**config.mk**
```make
export PLATFORM = sky130hd
export DESIGN_NAME = mem_access_unit
export DESIGN_NICKNAME = d
export VERILOG_FILES = /design/src/rtl/mem_access_unit.sv
export SDC_FILE = /design/constraint.sdc
export NUM_CORES = 1
export LEC_CHECK = 0
export CORE_MARGIN = 2
export CORE_UTILIZATION = 25
export CTS_BUF_LIST = sky130_fd_sc_hd__clkbuf_4
export CTS_CLUSTER_SIZE = 24
export DETAILED_ROUTE_END_ITERATION = 10
export GPL_ROUTABILITY_DRIVEN = 0
export SETUP_SLACK_MARGIN = 0.02
export SLEW_MARGIN = 15
export SYNTH_ARGS = -nofsm -noshare
export SYNTH_HDL_FRONTEND = slang
export SYNTH_SLANG_ARGS = --single-unit
```
**constraint.sdc**
```tcl
create_clock -name clk -period 2.2 [get_ports clk]
set_clock_uncertainty 0.1 [all_clocks]
set_input_delay 0.33 -clock clk [delete_from_list [all_inputs] [get_ports clk]]
set_output_delay 0.33 -clock clk [all_outputs]
set_load 0.1 [all_outputs]
```
**src/rtl/mem_access_unit.sv**
```systemverilog
// -----------------------------------------------------------------------------
// mem_access_unit
// Turns a MEM-stage load/store request from the datapath into a single
// registered request to the data memory, waits for the acknowledge (or a
// timeout), and returns lane-aligned, extended load data to the datapath.
//
// Ports
//   clk, rst            : clock, asynchronous active-low reset
//   mreq_M, WRITE       : access request / store flag (held while stall=1)
//   alu_out_forMem      : byte address
//   rd2_forMem          : store data
//   size, sgn_ext_src   : 00 byte, 01 half, 1x word / sign-extend loads
//   mem_req, mem_we, mem_addr, mem_wdata, mem_be : registered memory request
//   mem_rdata, mem_ack  : memory response
//   stall               : holds the pipeline while an access is in flight
//   DDT_from_mem        : load result
//   rdata_valid, bus_err, misalign : one-cycle completion status pulses
//
// Optional feature: define MEM_ACCESS_MISALIGN_TRAP_EN to trap misaligned
// half/word accesses instead of force-aligning them.
// -----------------------------------------------------------------------------
module mem_access_unit #(
    parameter int unsigned TIMEOUT_CYC = 15
) (
    input  logic        clk,
    input  logic        rst,
    input  logic        mreq_M,
    input  logic        WRITE,
    input  logic [31:0] alu_out_forMem,
    input  logic [31:0] rd2_forMem,
    input  logic [1:0]  size,
    input  logic        sgn_ext_src,
    output logic        mem_req,
    output logic        mem_we,
    output logic [31:0] mem_addr,
    output logic [31:0] mem_wdata,
    output logic [3:0]  mem_be,
    input  logic [31:0] mem_rdata,
    input  logic        mem_ack,
    output logic        stall,
    output logic [31:0] DDT_from_mem,
    output logic        rdata_valid,
    output logic        bus_err,
    output logic        misalign
);

    typedef enum logic [1:0] {IDLE = 2'd0, BUSY = 2'd1, DONE = 2'd2} state_t;

    // Counter value seen in the last BUSY cycle before a timeout fires.
    localparam logic [7:0] CNT_LAST = 8'(TIMEOUT_CYC - 1);

    state_t      state_q, state_d;
    logic [7:0]  cnt_q, cnt_d;
    logic [1:0]  size_q, size_d;
    logic        sgn_q, sgn_d;
    logic        mem_req_q, mem_req_d;
    logic        mem_we_q, mem_we_d;
    logic [31:0] mem_addr_q, mem_addr_d;
    logic [31:0] mem_wdata_q, mem_wdata_d;
    logic [3:0]  mem_be_q, mem_be_d;
    logic [31:0] ddt_q, ddt_d;
    logic        rvalid_q, rvalid_d;
    logic        berr_q, berr_d;
`ifdef MEM_ACCESS_MISALIGN_TRAP_EN
    logic        mis_q, mis_d;

    function automatic logic is_misaligned(input logic [1:0] a, input logic [1:0] sz);
        case (sz)
            2'b00:   return 1'b0;
            2'b01:   return a[0];
            default: return (a != 2'b00);
        endcase
    endfunction
`endif

    function automatic logic [31:0] align_addr(input logic [31:0] a, input logic [1:0] sz);
        case (sz)
            2'b00:   return a;
            2'b01:   return {a[31:1], 1'b0};
            default: return {a[31:2], 2'b00};
        endcase
    endfunction

    function automatic logic [3:0] lane_be(input logic [1:0] a, input logic [1:0] sz);
        case (sz)
            2'b00:   return 4'b0001 << a;
            2'b01:   return a[1] ? 4'b1100 : 4'b0011;
            default: return 4'b1111;
        endcase
    endfunction

    function automatic logic [31:0] lane_wdata(input logic [31:0] d, input logic [1:0] sz);
        case (sz)
            2'b00:   return {4{d[7:0]}};
            2'b01:   return {2{d[15:0]}};
            default: return d;
        endcase
    endfunction

    function automatic logic [31:0] load_extract(input logic [31:0] rd, input logic [1:0] a,
                                                 input logic [1:0] sz, input logic sx);
        logic [7:0]  b;
        logic [15:0] h;
        case (a)
            2'd0:    b = rd[7:0];
            2'd1:    b = rd[15:8];
            2'd2:    b = rd[23:16];
            default: b = rd[31:24];
        endcase
        h = a[1] ? rd[31:16] : rd[15:0];
        case (sz)
            2'b00:   return {{24{sx & b[7]}}, b};
            2'b01:   return {{16{sx & h[15]}}, h};
            default: return rd;
        endcase
    endfunction

    always_comb begin
        state_d     = state_q;
        cnt_d       = cnt_q;
        size_d      = size_q;
        sgn_d       = sgn_q;
        mem_req_d   = mem_req_q;
        mem_we_d    = mem_we_q;
        mem_addr_d  = mem_addr_q;
        mem_wdata_d = mem_wdata_q;
        mem_be_d    = mem_be_q;
        ddt_d       = ddt_q;
        rvalid_d    = 1'b0;
        berr_d      = 1'b0;
`ifdef MEM_ACCESS_MISALIGN_TRAP_EN
        mis_d       = 1'b0;
`endif
        case (state_q)
            IDLE: begin
                if (mreq_M) begin
`ifdef MEM_ACCESS_MISALIGN_TRAP_EN
                    if (is_misaligned(alu_out_forMem[1:0], size)) begin
                        // Trapped access never reaches memory.
                        state_d = DONE;
                        mis_d   = 1'b1;
                        ddt_d   = '0;
                    end else
`endif
                    begin
                        state_d     = BUSY;
                        cnt_d       = '0;
                        size_d      = size;
                        sgn_d       = sgn_ext_src;
                        mem_req_d   = 1'b1;
                        mem_we_d    = WRITE;
                        mem_addr_d  = align_addr(alu_out_forMem, size);
                        mem_wdata_d = lane_wdata(rd2_forMem, size);
                        mem_be_d    = lane_be(alu_out_forMem[1:0], size);
                    end
                end
            end
            BUSY: begin
                // An ack on the timeout cycle itself still completes normally.
                if (mem_ack) begin
                    state_d   = DONE;
                    mem_req_d = 1'b0;
                    mem_we_d  = 1'b0;
                    if (!mem_we_q) begin
                        ddt_d    = load_extract(mem_rdata, mem_addr_q[1:0], size_q, sgn_q);
                        rvalid_d = 1'b1;
                    end
                end else if (cnt_q == CNT_LAST) begin
                    state_d   = DONE;
                    cnt_d     = cnt_q + 8'd1;
                    mem_req_d = 1'b0;
                    mem_we_d  = 1'b0;
                    berr_d    = 1'b1;
                    ddt_d     = '0;
                end else begin
                    cnt_d = cnt_q + 8'd1;
                end
            end
            DONE:    state_d = IDLE;
            default: state_d = IDLE;
        endcase
    end

    always_ff @(posedge clk or negedge rst) begin
        if (!rst) begin
            state_q     <= IDLE;
            cnt_q       <= '0;
            size_q      <= '0;
            sgn_q       <= 1'b0;
            mem_req_q   <= 1'b0;
            mem_we_q    <= 1'b0;
            mem_addr_q  <= '0;
            mem_wdata_q <= '0;
            mem_be_q    <= '0;
            ddt_q       <= '0;
            rvalid_q    <= 1'b0;
            berr_q      <= 1'b0;
        end else begin
            state_q     <= state_d;
            cnt_q       <= cnt_d;
            size_q      <= size_d;
            sgn_q       <= sgn_d;
            mem_req_q   <= mem_req_d;
            mem_we_q    <= mem_we_d;
            mem_addr_q  <= mem_addr_d;
            mem_wdata_q <= mem_wdata_d;
            mem_be_q    <= mem_be_d;
            ddt_q       <= ddt_d;
            rvalid_q    <= rvalid_d;
            berr_q      <= berr_d;
        end
    end

`ifdef MEM_ACCESS_MISALIGN_TRAP_EN
    always_ff @(posedge clk or negedge rst) begin
        if (!rst) mis_q <= 1'b0;
        else      mis_q <= mis_d;
    end
    assign misalign = mis_q;
`else
    assign misalign = 1'b0;
`endif

    assign stall        = ((state_q == IDLE) && mreq_M) || (state_q == BUSY);
    assign mem_req      = mem_req_q;
    assign mem_we       = mem_we_q;
    assign mem_addr     = mem_addr_q;
    assign mem_wdata    = mem_wdata_q;
    assign mem_be       = mem_be_q;
    assign DDT_from_mem = ddt_q;
    assign rdata_valid  = rvalid_q;
    assign bus_err      = berr_q;

endmodule

```
# == Word-level counts from Yosys, hierarchy flattened ==
# Cells that the tools add are included.
# totals
ff_bits,117
out_inout_bits,106
elab_cells,71
# classes
add_sub_neg,1
eq_ne,10
shifts,1
n_mux,32
bitwise_logic,2
reduce_logical,13
# op_table
operator,count
one-hot mux 32 bit (2 select lines),2
2-to-1 mux 32 bit,3
2-to-1 mux 8 bit,5
one-hot mux 8 bit (3 select lines),1
2-to-1 mux 16 bit,1
one-hot mux 8 bit (2 select lines),1
2-to-1 mux 1 bit,10
AND reduction 3 bit,3
"adder 8 x 1 -> 8 bit, second input constant",1
"== test 2 x 1 -> 1 bit, second input constant",4
"== test 8 x 4 -> 1 bit, second input constant",1
zero test 2 bit,4
one-hot mux 2 bit (2 select lines),2
one-hot mux 4 bit (2 select lines),1
2-to-1 mux 2 bit,3
"inequality test 2 bit, second input constant",3
2-to-1 mux 4 bit,1
one-hot mux 1 bit (2 select lines),2
AND reduction 2 bit,2
nonzero test 2 bit,2
"<< shifter 1 x 2 -> 4 bit, first input constant",1
"inequality test 3 bit, second input constant",1
bitwise AND 1 bit,2
"== test 2 bit, second input constant",1
other kinds (2),2

# == Longest topological paths before layout ==
# Gate-level depths: netlist of run 1.
# depth
depth_word,9
depth_mapped,7
mapped_depth_nobuf,6

# == Least setup slack after synthesis of run 1 ==
# No wires, ideal clock.
# synth_path
kind,flip-flop to flip-flop
start,register mem_addr_q[1] (netlist: mem_addr[1])
end,register ddt_q[21] (netlist: DDT_from_mem[21])
setup_time_ns,0.127
arrival_ns,2.195
setup_slack_ns,-0.222
path_stages_with_launch,7
n_path_buf,2
period_less_slack_ns,2.422
path_cell_list,dfrtp_1 > clkbuf_1 > mux2i_1 > nor2_1 > o211a_2 > buf_2 > a221o_1
# synth_via
elab_chain_cells,9
# synth_rtl
element,line_no,rtl
from (decl),58,"logic [31:0] mem_addr_q, mem_addr_d;"
from (signal assigned),205,mem_addr_q <= mem_addr_d;
"== test 2 bit, or another cell as far along",104,case (a)
one-hot mux 8 bit (3 select lines),104,
2-to-1 mux 8 bit,164,if (!mem_we_q) begin
2-to-1 mux 8 bit,160,if (mem_ack) begin
2-to-1 mux 8 bit,134,case (state_q)
bitwise AND 1 bit,112,"2'b00: return {{24{sx & b[7]}}, b};"
one-hot mux 32 bit (2 select lines) *,111,case (sz)
2-to-1 mux 32 bit *,164,
2-to-1 mux 32 bit *,160,
to (signal assigned),208,ddt_q <= ddt_d;
to (decl),61,"logic [31:0] ddt_q, ddt_d;"
# Mark *: on every way between the ends. The rest lies on a longest branch, timed or not. The select of a mux whose other input is x is not followed.
# A chain may end at the register's enable or synchronous reset.

# == Worst setup path after layout of run 1 ==
# layout_path
start,register cnt_q[0]
end,register ddt_q[23] (netlist: DDT_from_mem[23])
# layout_via
elab_chain_cells,3
# layout_rtl
element,line_no,rtl
from (decl),53,"logic [7:0] cnt_q, cnt_d;"
from (signal assigned),200,cnt_q <= cnt_d;
== test 8 x 4 -> 1 bit,168,end else if (cnt_q == CNT_LAST) begin
nonzero test 2 bit (no line),-,
AND reduction 3 bit (no line),-,
# No other way between the ends.

==> impl_metrics.ini, run 1 <==
[outcome]
status = complete, no violations

[logic_synthesis]
ys_ff_latch = 117
synthArstFlopShare = 1.000
syn_area_per_cell_um2 = 9.773
synth_commonest_cells = nand2_1, dfrtp_1, mux2i_1
synth_flop_cell = dfrtp_1
synth_top_cell_area_share = 0.5599
netlist_instances = 535
synthTopCellsByArea = dfrtp_1, nand2_1, mux2i_1
yosysMostFrequentCell = nand2_1
synth_edf_count = 0
ys_types = 49
syn_area_um2 = 5229
ys_seq_area_frac = 0.5599
ys_warn_count = 0
syn-num-nets = 641
yosysTopAreaCell = dfrtp_1

[clock_network]
numCtsBuffers = 17
root_buffer = clkbuf_4
worstSkewPairLatency_ns = 0.52
htree_levels = 4
path_clk_slew_ns = 0.12
clock_path_buffers = 2
cts_tree = yes
cts_sinks = 117

[route]
wl_per_cell_um = 16.09
vias = 4732
dr.first_iter.drc_count = 220
via_per_inst = 4.528
drc = 0
wirelength_um = 16820
detail-route-antenna-nets = 0
firstDrtPassIters = 4

[sta]
final_hold_viol_count = 0
maxSlewViolCount = 0
min_period_ns = 2.104
finalSetupTns_ns = 0
period_share = 0.9564
fin_ws_ns = 0.09589
max_freq_ghz = 0.4753
finalSetupViolCount = 0
rsz0062_at_grt = true

[floorplan]
core.rowCount = 52
die_h_um = 148.6
ios = 210
start_util = 0.2568
die_x_um = 148.6
die_area_um2 = 22090
core_area_um2 = 20360

[worst_setup_path]
required_ns = 2.51
critPathCaptureType = register
cpMaxStageDelayCell = or4b_4
path_cells = inv_1 -> ha_1 -> or4b_4 -> o41a_1 -> buf_12 -> a221o_1
crit_path_start_kind = register
crit_path_max_fanout = 32
crit_path_max_incr_delay_ns = 0.45
critPathKind = reg -> reg
worstPathArrival_ns = 2.41

[cells_and_area]
diodes = 0
fin_nets = 868
area_delta_synth_final_pct = 51.21
seqCellArea_um2 = 2932
fill_cells = 2061
multi_input_area_um2 = 2146
layout-drive-gt1-share = 0.2387

[global_routing]
grt-ovfl-total = 0
grt_pass1_vias = 4667
grt_use_total = 0.1558
grt_pass1_wl_um = 26500
antenna_found_initial = 0
grt_max_degree = 49

[place]
dp_hpwl_um = 12360
port_buffers = 208
place_worst_setup_slack_ns = -0.1332

[job]
max_cap_violations = 0

[min_path]
hold_class = in -> async
==> critical path, delay by kind of cell, from the launching register on <==
| kind | cells | cell delay, ns |
|---|---|---|
| simple gates | 1 | 0.45 |
| flops | 1 | 0.40 |
| fa+ha+maj | 1 | 0.12 |
| buf+inv | 2 | 0.24 |
| compound gates | 2 | 0.67 |
==> flip-flops by register name, indices dropped and copies added (netlist names) <==
| register | flops |
|---|---|
| mem_we | 1 |
| state_q | 2 |
| mem_be | 4 |
| DDT_from_mem | 32 |
| bus_err | 1 |
| rdata_valid | 1 |
| mem_req | 1 |
| cnt_q | 8 |
| sgn_q | 1 |
| mem_wdata | 32 |
| mem_addr | 32 |
| size_q | 2 |
==> cells in the final DEF, fill, tap and decap left out, types with 3 or more instances in the layout <==
cell and instances:
nand2_1 161, buf_4 129, dfrtp_1 114, clkdlybuf4s50_1 102, mux2i_1 40, nor2_1 37, o21ai_0 28, a21oi_1 25
clkbuf_4 17, a221o_1 16, buf_12 10, and2_1 8, a22oi_1 7, a32o_1 6, clkinvlp_4 5, clkinv_4 5
nand4_1 4, xor2_1 4, inv_1 3, nor2b_1 3, nand2b_1 3, nand3_1 3, inv_6 3, dfrtp_2 3
==> final cells by class <==
type / count / share of cell area
flip-flops and latches: 117 / 0.3708
repair buffers: 242 / 0.2782
multi-input cells: 380 / 0.2714
well taps: 270 / 0.04273
clock inverters: 15 / 0.01883
clock buffers: 17 / 0.01614
inverters: 4 / 0.001899
==> final timing paths <==
| check | start | end | slack (ns) | cells after the start |
|---|---|---|---|---|
| worst max register to register | cnt_q[0] | DDT_from_mem[23] | 0.1 | 6 |
| worst max-delay path | cnt_q[0] | DDT_from_mem[23] | 0.1 | 6 |
| min in group clk | alu_out_forMem[4] | mem_addr[4] | 0.22 | 3 |
| worst min register to register | mem_addr[5] | mem_addr[5] | 0.39 | 2 |
| worst min-delay path | rst | DDT_from_mem[13] | 0.21 | 2 |
| max in group asynchronous | rst | mem_wdata[31] | 1.16 | 3 |
==> routing by layer <==
metal	vias up	share of wire	GRT usage
met3	8	0.11	0.07117
met5	-	0	0
met4	0	0.0087	0.03571
li1	2282	-	-
met2	213	0.44	0.2315
met1	2229	0.44	0.2082
==> cell families after synthesis <==
family | after synthesis | synth area share
mux | 41 | 0.07873
other cells | 1 | 0.0007172
fa+ha+maj | 2 | 0.004785
buf+inv | 38 | 0.03230
simple gates | 233 | 0.1878
xor+xnor | 5 | 0.008375
flops | 117 | 0.5599
compound gates | 98 | 0.1273
==> stage by stage <==
stage / instance area (um2) / hold slack (ns) / cells / util
2_1_floorplan: 5235 / -0.06559 / 535 / -
5_1_grt: 7906 / 0.1394 / 1045 / 0.3882
6_report: 7906 / 0.2129 / 1045 / 0.3882
4_1_cts: 7903 / 0.1481 / 1045 / 0.3881
3_3_place_gp: 7616 / 0.2311 / 1012 / 0.3740
3_5_place_dp: 7616 / 0.2364 / 1012 / 0.3740
==> timing repair <==
action | 4_1_cts | 5_1_grt
setup buffers | 0 | 0
resized for setup | 0 | 2
hold buffers | 1 | 0
endpoints found under the setup margin | 0 | 19
endpoints found under the hold margin | 30 | 0
Power of run 1 is not shown: default switching activity piles up to over one toggle a cycle in this logic, so the estimate is an artifact.
==> run 2, diff against run 1 <==
--- a/config.mk
+++ b/config.mk
@@ -6,11 +6,12 @@
 export NUM_CORES = 1
 export LEC_CHECK = 0
 export CORE_MARGIN = 2
-export CORE_UTILIZATION = 25
+export CORE_UTILIZATION = 35
 export CTS_BUF_LIST = sky130_fd_sc_hd__clkbuf_4
 export CTS_CLUSTER_SIZE = 24
 export DETAILED_ROUTE_END_ITERATION = 10
 export GPL_ROUTABILITY_DRIVEN = 0
+export PLACE_DENSITY = 0.7
 export SETUP_SLACK_MARGIN = 0.02
 export SLEW_MARGIN = 15
 export SYNTH_ARGS = -nofsm -noshare
==> impl_metrics.ini, run 2 (synthesis results as in run 1) <==
[worst_setup_path]
r2r_slack_ns = 0.09
critPathKind = reg -> reg
required_ns = 2.51
r2r-end = DDT_from_mem[26]
crit_path_max_fanout = 32
worstPathArrival_ns = 2.43
reg2regPathDepth = 6
critPathCaptureType = register
crit_path_start_kind = register
setup.worst_path.start = cnt_q[0]
crit_path_end = DDT_from_mem[26]
timing.rr.start = cnt_q[0]

[sta]
tightestPinTransition_ns = 0.5518
final_hold_viol_count = 0
slew_headroom = 0.6321
maxSlewViolCount = 0
period_share = 0.9610
rsz0062_at_grt = true
max_freq_ghz = 0.4730
finalSetupViolCount = 0
finalSetupTns_ns = 0
min_period_ns = 2.114

[min_path]
hold_class = in -> async

[place]
port_buffers = 208
place_area_um2 = 7468
dp_hpwl_um = 11550
dp_cells = 924

[outcome]
status = complete, no violations

[route]
firstDrtPassIters = 4
wl_per_cell_um = 16.31
detail-route-antenna-nets = 0
drc = 0
dr.first_iter.drc_count = 373
via_per_inst = 5.012
wirelength_um = 15590
vias = 4791

[floorplan]
core_area_um2 = 14590
die_h_um = 126.2
die_x_um = 126.2
core.rowCount = 44
die_area_um2 = 15930
start_util = 0.3584
ios = 210

[global_routing]
grt_use_met2 = 0.3169
antenna_found_initial = 0
busiest_layer = met2
grt-ovfl-total = 0
global_route.usage.met1 = 0.2514
grt_max_degree = 68
grt_pass1_vias = 4907
grt_use_total = 0.2005
use_met3 = 0.08156
grt_pass1_wl_um = 25200

[clock_network]
clock_path_buffers = 2
cts_tree = yes
worstSkewPairLatency_ns = 0.53
htree_levels = 4
cts_sinks = 117
path_clk_slew_ns = 0.11
numCtsBuffers = 17
root_buffer = clkbuf_4

[cells_and_area]
seqCellArea_um2 = 2932
finalNonFillerCells = 956
layout.cells.most_common_list = nand2_1, buf_4, dfrtp_1
fin_nets = 866
layout-drive-gt1-share = 0.2319
mostFrequentLayoutCell = nand2_1
multi_input_area_um2 = 2146
final_cell_area_um2 = 7786
fill_cells = 1297
diodes = 0
area_delta_synth_final_pct = 48.91

[job]
max_cap_violations = 0
==> run 2: layer usage <==
metal / up-vias / part of all wire
met2: 207 / 0.47
met1: 2269 / 0.42
met3: 26 / 0.089
li1: 2289 / -
met5: - / 0
met4: 0 / 0.020
==> run 2: cell type report <==
type                       count  share of cell area
clock inverter                12             0.02073
clock buffer                  19             0.01832
sequential                   117              0.3765
tap                          184             0.02957
inverter                       4            0.001928
timing repair buffer         240              0.2774
multi-input combinational    380              0.2756
==> run 2: worst max-delay path: stages (launching register included) <==
cell	delay (ns)
dfrtp_1	0.39
inv_1	0.06
ha_1	0.14
or4b_4	0.47
o41a_1	0.36
buf_12	0.18
a221o_1	0.30
==> run 2: worst min-delay path by stage <==
stage	start	to	slack, ns	cells past startpoint
final	rst	DDT_from_mem[7]	0.12	2
after global placement	rst	DDT_from_mem[15]	0.14	1
after floorplan	rst	DDT_from_mem[0]	-0.07	0
after global routing	rst	DDT_from_mem[7]	0.08	2
after detailed placement	rst	DDT_from_mem[7]	0.14	1
after CTS	rst	DDT_from_mem[7]	0.09	2
==> run 2: repair_timing <==
action	4_1_cts	5_1_grt
resized for setup	0	2
setup buffers	0	0
endpoints found under the hold margin	117	0
hold buffers	1	0
setup endpoints to repair	0	22
==> run 2: stage by stage <==
step | util | hold slack, ns | worst slack (ns)
floorplan | - | -0.06559 | 0.02793
global placement | 0.5119 | 0.1387 | -0.09505
detailed placement | 0.5119 | 0.1378 | -0.1535
CTS | 0.5334 | 0.08742 | 0.06330
global route | 0.5337 | 0.08246 | 0.01529
finish | 0.5337 | 0.1231 | 0.08574
Power of run 2 is left out for the same reason.
